===== config.mk =====
export PLATFORM = sky130hd
export DESIGN_NAME = arith_seq_ctrl
export DESIGN_NICKNAME = d
export VERILOG_FILES = /design/src/rtl/arith_pkg.sv /design/src/rtl/rr_arbiter_2.sv /design/src/rtl/arith_seq_ctrl.sv
export SDC_FILE = /design/constraint.sdc
export NUM_CORES = 1
export LEC_CHECK = 0
export CAP_MARGIN = 20
export CELL_PAD_IN_SITES_DETAIL_PLACEMENT = 0
export CELL_PAD_IN_SITES_GLOBAL_PLACEMENT = 2
export CORE_MARGIN = 4
export CORE_UTILIZATION = 27
export CTS_BUF_LIST = sky130_fd_sc_hd__clkbuf_2 sky130_fd_sc_hd__clkbuf_4 sky130_fd_sc_hd__clkbuf_8
export CTS_CLUSTER_SIZE = 16
export DETAILED_ROUTE_END_ITERATION = 16
export PLACE_DENSITY = 0.88
export SYNTH_ARGS = -nofsm -noshare
export SYNTH_HDL_FRONTEND = slang
export SYNTH_SLANG_ARGS = --single-unit

===== constraint.sdc =====
create_clock -name clk -period 4.27 [get_ports clk]
set_input_delay 0.427 -clock clk [delete_from_list [all_inputs] [get_ports clk]]
set_output_delay 0.427 -clock clk [all_outputs]
set_load 0.02 [all_outputs]

===== src/rtl/arith_pkg.sv =====
// rtl/arith_pkg.sv - op encodings, ALU codes and sequencer states for arith_seq_ctrl
package arith_pkg;

    localparam logic [1:0] OP_SADD = 2'b00;
    localparam logic [1:0] OP_UADD = 2'b01;
    localparam logic [1:0] OP_SSUB = 2'b10;
    localparam logic [1:0] OP_USUB = 2'b11;

    localparam logic [2:0] ALU_SADD = 3'b000;
    localparam logic [2:0] ALU_UADD = 3'b001;
    localparam logic [2:0] ALU_SSUB = 3'b010;
    localparam logic [2:0] ALU_USUB = 3'b011;

    typedef enum logic [1:0] {
        S_IDLE = 2'b00,
        S_LO   = 2'b01,
        S_HI   = 2'b10,
        S_RESP = 2'b11
    } state_e;

    function automatic logic op_is_sub(input logic [1:0] op);
        return op[1];
    endfunction

    // Low half always runs unsigned so the carry chains cleanly into the high half.
    function automatic logic [2:0] lo_code(input logic [1:0] op);
        return op_is_sub(op) ? ALU_USUB : ALU_UADD;
    endfunction

endpackage


===== src/rtl/rr_arbiter_2.sv =====
// rtl/rr_arbiter_2.sv - two-way round-robin grant; pointer moves past the winner on accept
module rr_arbiter_2 #(
    parameter logic RR_INIT = 1'b0
) (
    input  logic       clk,
    input  logic       reset,
    input  logic [1:0] req_i,
    input  logic       accept_i,
    output logic [1:0] grant_o
);

    logic prio_q;

    always_comb begin
        grant_o = req_i;
        if (req_i == 2'b11) begin
            grant_o = prio_q ? 2'b10 : 2'b01;
        end
    end

    always_ff @(posedge clk or posedge reset) begin
        if (reset) begin
            prio_q <= RR_INIT;
        end else if (accept_i && (grant_o != 2'b00)) begin
            prio_q <= grant_o[0];
        end
    end

endmodule


===== src/rtl/arith_seq_ctrl.sv =====
// rtl/arith_seq_ctrl.sv - runs 32-bit add/sub as two chained passes of a shared 16-bit ALU
module arith_seq_ctrl
    import arith_pkg::*;
#(
    parameter int HALF_W  = 16,
    parameter int RR_INIT = 0
) (
    input  logic                  clk,
    input  logic                  reset,

    input  logic                  req0_valid,
    output logic                  req0_ready,
    input  logic [1:0]            req0_op,
    input  logic [2*HALF_W-1:0]   req0_a,
    input  logic [2*HALF_W-1:0]   req0_b,

    input  logic                  req1_valid,
    output logic                  req1_ready,
    input  logic [1:0]            req1_op,
    input  logic [2*HALF_W-1:0]   req1_a,
    input  logic [2*HALF_W-1:0]   req1_b,

    output logic                  resp_valid,
    input  logic                  resp_ready,
    output logic                  resp_id,
    output logic [2*HALF_W-1:0]   resp_result,
    output logic                  resp_carry,
    output logic                  resp_ovf,

    output logic [HALF_W-1:0]     alu_a,
    output logic [HALF_W-1:0]     alu_b,
    output logic [2:0]            alu_code,
    output logic                  alu_cin,
    output logic                  alu_coe,
    input  logic [HALF_W-1:0]     alu_c,
    input  logic                  alu_cout,
    input  logic                  alu_vout
);

    state_e                state_q;
    logic [1:0]            op_q;
    logic                  id_q;
    logic [HALF_W-1:0]     a_hi_q;
    logic [HALF_W-1:0]     b_hi_q;
    logic [HALF_W-1:0]     lo_q;

    logic [HALF_W-1:0]     alu_a_q;
    logic [HALF_W-1:0]     alu_b_q;
    logic [2:0]            alu_code_q;
    logic                  alu_cin_q;

    logic                  resp_valid_q;
    logic                  resp_id_q;
    logic [2*HALF_W-1:0]   resp_result_q;
    logic                  resp_carry_q;
    logic                  resp_ovf_q;

    logic [1:0]            grant;
    logic                  accept;
    logic                  win_id;
    logic [1:0]            win_op;
    logic [2*HALF_W-1:0]   win_a;
    logic [2*HALF_W-1:0]   win_b;

    rr_arbiter_2 #(
        .RR_INIT (RR_INIT != 0)
    ) u_arb (
        .clk      (clk),
        .reset    (reset),
        .req_i    ({req1_valid, req0_valid}),
        .accept_i (accept),
        .grant_o  (grant)
    );

    assign accept     = (state_q == S_IDLE) && !reset && (grant != 2'b00);
    assign req0_ready = accept && grant[0];
    assign req1_ready = accept && grant[1];

    assign win_id = grant[1];
    assign win_op = win_id ? req1_op : req0_op;
    assign win_a  = win_id ? req1_a  : req0_a;
    assign win_b  = win_id ? req1_b  : req0_b;

    always_ff @(posedge clk or posedge reset) begin
        if (reset) begin
            state_q       <= S_IDLE;
            op_q          <= OP_SADD;
            id_q          <= 1'b0;
            a_hi_q        <= '0;
            b_hi_q        <= '0;
            lo_q          <= '0;
            alu_a_q       <= '0;
            alu_b_q       <= '0;
            alu_code_q    <= ALU_UADD;
            alu_cin_q     <= 1'b0;
            resp_valid_q  <= 1'b0;
            resp_id_q     <= 1'b0;
            resp_result_q <= '0;
            resp_carry_q  <= 1'b0;
            resp_ovf_q    <= 1'b0;
        end else begin
            case (state_q)
                S_IDLE: begin
                    if (accept) begin
                        id_q       <= win_id;
                        op_q       <= win_op;
                        a_hi_q     <= win_a[2*HALF_W-1:HALF_W];
                        b_hi_q     <= win_b[2*HALF_W-1:HALF_W];
                        alu_a_q    <= win_a[HALF_W-1:0];
                        alu_b_q    <= win_b[HALF_W-1:0];
                        alu_code_q <= lo_code(win_op);
                        alu_cin_q  <= op_is_sub(win_op);
                        state_q    <= S_LO;
                    end
                end
                S_LO: begin
                    // alu_cin_q doubles as the low-half carry feeding the high pass.
                    lo_q       <= alu_c;
                    alu_a_q    <= a_hi_q;
                    alu_b_q    <= b_hi_q;
                    alu_code_q <= {1'b0, op_q};
                    alu_cin_q  <= alu_cout;
                    state_q    <= S_HI;
                end
                S_HI: begin
                    resp_result_q <= {alu_c, lo_q};
                    resp_id_q     <= id_q;
                    resp_carry_q  <= op_q[0] ? alu_cout : 1'b0;
                    case (op_q)
                        OP_SADD: resp_ovf_q <= alu_vout;
                        OP_SSUB: resp_ovf_q <= alu_cout;
                        default: resp_ovf_q <= 1'b0;
                    endcase
                    resp_valid_q  <= 1'b1;
                    state_q       <= S_RESP;
                end
                S_RESP: begin
                    if (resp_ready) begin
                        resp_valid_q <= 1'b0;
                        state_q      <= S_IDLE;
                    end
                end
                default: state_q <= S_IDLE;
            endcase
        end
    end

    assign alu_a       = alu_a_q;
    assign alu_b       = alu_b_q;
    assign alu_code    = alu_code_q;
    assign alu_cin     = alu_cin_q;
    assign alu_coe     = 1'b0;
    assign resp_valid  = resp_valid_q;
    assign resp_id     = resp_id_q;
    assign resp_result = resp_result_q;
    assign resp_carry  = resp_carry_q;
    assign resp_ovf    = resp_ovf_q;

endmodule


---- Word-level counts from Yosys, hierarchy flattened ----
Index checks and enable logic that the tools add are counted.
word-level totals
  bits in registers ....................... 126
  input bits .............................. 155
  output and inout bits ................... 75
operators by class
  eq/ne operators ......................... 7
  muxes and demuxes ....................... 21
  reduce and logical (&&, ||, !) cells .... 15
operators by type and width
  cell                  count
  $mux W32              2
  $pmux W16 S2          2
  $mux W16              2
  $mux W2               6
  $eq A2 B2 Y1 const B  4
  $pmux W2 S4           1
  $reduce_and A2 Y1     4
  $pmux W1 S2           3
  $pmux W3 S2           1
  $reduce_bool A2 Y1    3
  $logic_and A1 B1 Y1   5
  $logic_not A2 Y1      2
  $ne A2 B2 Y1 const B  2
  $mux W1               3
  $mux W3               1
  $eq A2 B1 Y1 const B  1
  $logic_not A1 Y1      1

---- Longest topological paths before layout ----
Gate-level depths: netlist of the first run.
  word-level depth ........................ 6
  mapped depth ............................ 9

---- Modules after synthesis ----
A second synthesis of the first run with hierarchy kept.
unflattened totals
  cell total of the unflattened synthesis .. 521
  area, all modules ....................... 5705.5 sq um
modules (own cells, without submodules)
  module          times used  cells each  area an instance (sq um)
  arith_seq_ctrl  1           514         5646.7
  rr_arbiter_2    1           7           58.8

---- Worst setup path before layout of the first run ----
OpenSTA, ideal clock, no wires.
  path kind ............................... reg-to-output
  from .................................... reg state_q[0]
  to ...................................... out req0_ready
  data arrival time ....................... 1311 ps
  slack ................................... 2532 ps
  cell stages (with the launch flop) ...... 6
  path buffers ............................ 0
  cells stage by stage .................... dfrtp_1 inv_1 ha_1 and2b_1 nand2_1 a21oi_1
on the way
  cells in the longest elaborated chain, start to end .. 4
ends and longest elaborated chain
  what                               RTL line               source
  start: declaration                 arith_seq_ctrl.sv:40   state_e state_q;
  start signal: assignment           arith_seq_ctrl.sv:86   state_q <= S_IDLE;
  start signal: assignment           arith_seq_ctrl.sv:113  state_q <= S_LO;
  start signal: assignment           arith_seq_ctrl.sv:123  state_q <= S_HI;
  $logic_not A2 Y1                   arith_seq_ctrl.sv:75   assign accept = (state_q == S_IDLE) && !reset && (grant != 2'b00);
  $logic_and A1 B1 Y1 (2 in series)  arith_seq_ctrl.sv:75
  $logic_and A1 B1 Y1                arith_seq_ctrl.sv:76   assign req0_ready = accept && grant[0];
  end: declaration                   arith_seq_ctrl.sv:12   output logic req0_ready,
Every way passes these cells.

---- Worst setup path after layout of the first run ----
Same ends and word-level chain as after synthesis.

==> metrics.csv, run 1 <==
metric,value,unit
multi_input_area,2490,um^2
powerDensity,711,nW/um^2
relSlewSlack,35.2,%
p_seq_share,33.1,%
grt_pass1_wl,27.9,mm
fillers,2132,
cts_hold_repair.buffers,0,
cts.root.buffer_cell,clkbuf_8,
p_switching,2380,uW
final_layout_size_suffix_gt1_share,19.8,%
period_share,68.5,%
worstHoldStart,alu_a[15],
worstReg2RegEnd,alu_b[7],
synth-seq-cells,125,
initial_core_util,27.7,%
final_common_cell,clkdlybuf4s50_1,
rsz0062_at_grt,false,
dieArea,24200,um^2
finalSetupViolCount,0,
clk_path_buf_depth,2,
drt_iter0_drc,168,
routed_wl,18.0,mm
port_buffers,227,
cts_setup_buffers,0,
path_class,reg2out,
yosys_warnings,0,
grt_max_degree,80,
ys_types,34,
gr-total-overflow,0,
core,21200,um^2
cp.arrival,2.50,ns
drc,0,
via_per_inst,4.62,
worst_pin_slew,0.972,ns
die_x,156,um
clock_latency,0.43,ns
path_clk_slew,0.08,ns
critPathMaxFanout,6,
drv_slew,0,
cts_resized,0,
regArea,3130,um^2
layout_common_cells,"226 x clkdlybuf4s50_1, 124 x dfrtp_1, 70 x nand2_1",
floorplan.io_pins,230,
maxCapViolations,0,
placementRows,53,
fmax,0.342,GHz
total_power,6200,uW
hold_end,alu_a[15],
period_minus_slack,2.92,ns
worst_setup_path_end_kind,primary output,
startpoint_type,flop,
grtUsageTotal,14.9,%
r2r_slack,1.75,ns
dp_hpwl,12.3,mm
clock_tree.htree_level_count,4,
sw_frac_of_total,38.4,%
ant_nets,0,
syn_avg_cell_area,11.1,um^2
min_path_type,reg2reg,
peakVddDrop,0.221,mV
yosysSeqAreaShare,53.3,%
grt_pass1_vias,4880,
outcome,"finished, final reports clean",
intPower,3820,uW
rr_startpoint,state_q[1],
required,3.84,ns
clockPowerShare,16.6,%
p_leak,0.00374,uW
cts_buffers,17,
nets,902,
hold_violations,0,
whs,0.477,ns
synth_area,5880,um^2
fp.dieH,156,um
cts_tree,built,
clkSinkCount,125,
r2r_cells,7,
skew,0.0130,ns
synthCells,529,
routedWlPerCell,17.5,um
num_vias,4756,
antenna_found_initial,2,
drtPass1Iterations,5,
area_delta_synth_final,48.6,%
whs_path_depth,2,
globalplace.congestion,0.742,
combPwrFrac,50.3,%
setup-tns-final,0,ns
## synth_stat cells
library cell	count	share of area (%)
nand2b_1	2	0.21
a21oi_1	34	2.9
o22a_1	1	0.15
inv_2	1	0.064
inv_1	6	0.38
o2bb2ai_1	1	0.15
o22ai_1	2	0.21
a31oi_1	1	0.11
a211oi_1	1	0.13
o21ai_0	24	2.0
buf_4	6	0.77
a21o_1	2	0.26
o31ai_1	17	2.2
mux2i_1	35	6.0
and2b_1	1	0.13
nor2_1	39	2.5
conb_1	1	0.064
mux2_2	51	9.8
o21ai_1	13	1.1
o31ai_2	15	3.2
a22o_1	1	0.15
nor3_1	1	0.085
dfstp_2	1	0.45
ha_1	5	1.1
and3_1	1	0.11
o21ai_2	1	0.15
clkbuf_1	17	1.1
nand2_1	70	4.5
buf_6	5	0.96
nand3_1	1	0.085
a31o_2	32	4.8
dfrtp_1	124	53
buf_2	16	1.4
nand2_4	1	0.19
## worst max-delay path by stage
| stage | startpoint | cells past startpoint | endpoint |
|---|---|---|---|
| floorplan | reset | 1 | a_hi_q[0] |
| global placement | reset | 5 | req0_ready |
| detailed placement | reset | 5 | req0_ready |
| CTS | state_q[0] | 6 | req0_ready |
| global route | state_q[0] | 6 | req0_ready |
| finish | state_q[0] | 6 | req0_ready |
## flip-flops by register name (all words and copies together), names as in the netlist, 2 cells and up
| name | flops |
|---|---|
| resp_result | 32 |
| a_hi_q | 16 |
| alu_a | 16 |
| alu_b | 16 |
| b_hi_q | 16 |
| lo_q | 16 |
| alu_code | 2 |
| op_q | 2 |
| state_q | 2 |
## metrics by stage
step           worst slack, ns  util (%)  area (um^2)  instances
6_report                  1.35      41.1         8730       1030
5_1_grt                   1.07      41.1         8730       1030
4_1_cts                   1.26      41.1         8730       1029
3_3_place_gp              1.51      39.3         8340        998
3_5_place_dp              1.55      39.3         8340        998
2_1_floorplan            0.517         -         5880        530
## power groups by stage
stage | logic [uW] | registers (uW) | clock network, uW
3_5_place_dp | 3180 | 2090 | 0
3_3_place_gp | 3150 | 2070 | 0
4_1_cts | 3180 | 2070 | 1080
6_report | 3120 | 2060 | 1030
5_1_grt | 3400 | 2140 | 1130
2_1_floorplan | 1610 | 2450 | 0
## metal layers
| layer | GRT usage [%] | up-vias | routed length (um) |
|---|---|---|---|
| met5 | 0 | - | 13 |
| met4 | 4.84 | 2 | 366 |
| met3 | 3.98 | 19 | 933 |
| met2 | 24.2 | 141 | 8780 |
| met1 | 19.3 | 2301 | 7940 |
| li1 | - | 2293 | - |
## final cells by class
type	count	share of cell area, %
multi-input cells	354	28.6
inverters	7	0.358
clock buffers	18	2.77
repair buffers	237	26.8
well taps	275	3.94
clock inverters	13	1.63
diodes	1	0.0287
flip-flops and latches	125	35.9
## cell families (layout without fill, tap and decap cells)
kind of cell	Yosys count	after routing	share of synthesized area, %
AND/OR/NAND/NOR	116	116	7.77
buffers and inverters	51	275	4.62
adder cells (fa/ha/maj)	5	5	1.06
other	1	3	0.0638
flip-flops	125	125	53.3
multiplexers	86	86	15.7
AO/OA/AOI/OAI	145	145	17.5
## worst max-delay path, cell delays in order (launching register included)
cell and delay, ns:
dfrtp_1 0.41, inv_1 0.13, ha_1 0.29, and2b_1 0.23
nand2_1 0.08, a21oi_1 0.26, clkdlybuf4s50_1 0.68
(Power assumes the default switching activity.)
==> inputs of run 2 (changes only) <==
- clock period: 4.27 -> 2.7 ns (I/O delays scaled with it)
==> run 2 against run 1 <==
Compared with the run above:
- clock-buffer cell count up 2
- sequential cell count unchanged
- sequential share of layout area about the same
- combinational power up 59%
- register-to-register slack worse by 0.97 ns
- cell count unchanged
- global-route usage down 0.65 points
- critical path depth down 1
- first-iteration DRC count down 30%
- clock skew down 0.0020 ns
- highest routed layer is now met4
==> metrics.csv, run 2 (synthesis results as in run 1) <==
metric,value,unit
final_layout_size_suffix_gt1_share,19.7,%
drt_iter0_drc,118,
postLayoutCellArea,8740,um^2
outcome,"finished, final reports clean",
layout_common_cells,"225 x clkdlybuf4s50_1, 124 x dfrtp_1, 70 x nand2_1",
via_per_inst,4.57,
peakVddDrop,0.477,mV
crit_buf_inv,2,
critical_path.top_delay_family,buffers and inverters,
num_antenna_cells,0,
num_vias,4705,
period_minus_slack,2.48,ns
dieArea,24200,um^2
skew,0.0110,ns
grt_max_degree,125,
largest_register_ffs,32,
port_buffers,227,
relSlewSlack,54.1,%
grt_pass1_vias,4818,
ant_nets,0,
dpl_cell_area,8380,um^2
routedWlPerCell,16.8,um
clock_tree.htree_level_count,4,
drv_slew,0,
drc,0,
path_clk_slew,0.07,ns
worst_setup_path_end_kind,primary output,
cts_setup_buffers,0,
p_leak,0.00376,uW
finalSetupViolCount,0,
hold_violations,0,
globalplace.congestion,0.728,
nets,902,
placementRows,53,
period_share,92.0,%
cts_tree,built,
cts_buffers,17,
worst_pin_slew,0.688,ns
clock_latency,0.43,ns
initial_core_util,27.7,%
die_x,156,um
rsz0062_at_grt,false,
cts.root.buffer_cell,clkbuf_8,
drtPass1Iterations,4,
area_delta_synth_final,48.7,%
critPathMaxFanout,6,
grtUsageTotal,14.2,%
path_cells,inv_1 -> ha_1 -> nand2b_1 -> nor2_1 -> clkdlybuf4s50_1,
maxCapViolations,0,
required,2.43,ns
fmax,0.402,GHz
cp.arrival,2.21,ns
core,21200,um^2
antenna_found_initial,0,
grt_pass1_wl,26.9,mm
clk_path_buf_depth,2,
fillers,2105,
gr-total-overflow,0,
powerDensity,1110,nW/um^2
min_path_type,in2async,
fin_ws,0.215,ns
fp.dieH,156,um
setup-tns-final,0,ns
dp_hpwl,11.9,mm
routed_wl,17.3,mm
pre_cts_ws,0.503,ns
clkSinkCount,125,
critical-path-max-stage-delay,0.67,ns
floorplan.io_pins,230,
startpoint_type,flop,
path_class,reg2out,
cpMaxStageDelayCell,clkdlybuf4s50_1,
final_common_cell,clkdlybuf4s50_1,
-- run 2: changes by cell type in the layout (fill, tap and decap cells not counted), moves of 2 or more --
cell,before,now
buf_12,0,3
buf_4,10,7
bufinv_16,2,0
clkbuf_8,17,19
clkinvlp_4,2,5
-- run 2: metrics by stage --
step | total power [uW] | hold slack (ns) | util, % | cells
floorplan | 6420 | 0.420 | - | 530
global placement | 8280 | 0.458 | 39.5 | 998
detailed placement | 8370 | 0.462 | 39.5 | 998
CTS | 9930 | 0.0583 | 41.2 | 1030
global route | 10500 | 0.0712 | 41.2 | 1030
finish | 9720 | 0.0967 | 41.2 | 1030
-- run 2: final cells by class --
type,count,area (um^2),area share [%]
repair buffers,237,2380,27.3
clock inverters,12,88.8,1.02
inverters,7,30.0,0.344
well taps,275,344,3.94
flip-flops and latches,125,3130,35.8
multi-input cells,354,2490,28.5
clock buffers,20,269,3.08
-- run 2: worst register-to-register path, stage by stage, from the launching register on --
cell     delay, ns
dfrtp_1       0.41
inv_1         0.11
ha_2          0.20
buf_4         0.57
a31o_2        0.22
a21oi_1       0.05
o31ai_1       0.26
-- run 2: layer usage --
layer  vias to the layer above  share of wire, %  track usage, %
met4                         0               1.2            4.04
li1                       2297                 -               -
met5                         -                 0               0
met1                      2267                45            18.5
met2                       128                48            23.2
met3                        13               6.2            4.06
-- run 2: power by group --
part	total [uW]	internal (uW)	leakage, uW	switching (uW)
Clock	1490	698	0.000175	797
Combinational	4960	2440	0.00206	2520
Sequential	3260	2810	0.00152	454
-- run 2: path summary, 6_finish.rpt --
kind | cells after the start | start | to | slack (ns)
max in group asynchronous | 3 | reset | alu_code[1] | 1.77
worst min register to register | 1 | id_q | id_q | 0.48
worst max register to register | 6 | state_q[1] | alu_a[6] | 0.78
worst max-delay path | 5 | state_q[0] | req1_ready | 0.22
worst min-delay path | 2 | reset | u_arb.prio_q | 0.1
min in group clk | 3 | req1_valid | u_arb.prio_q | 0.40
-- run 2: repair_timing --
item | 4_1_cts | 5_1_grt
gates resized for setup | 0 | 1
setup endpoints to repair | 0 | 1
hold buffers | 0 | 0
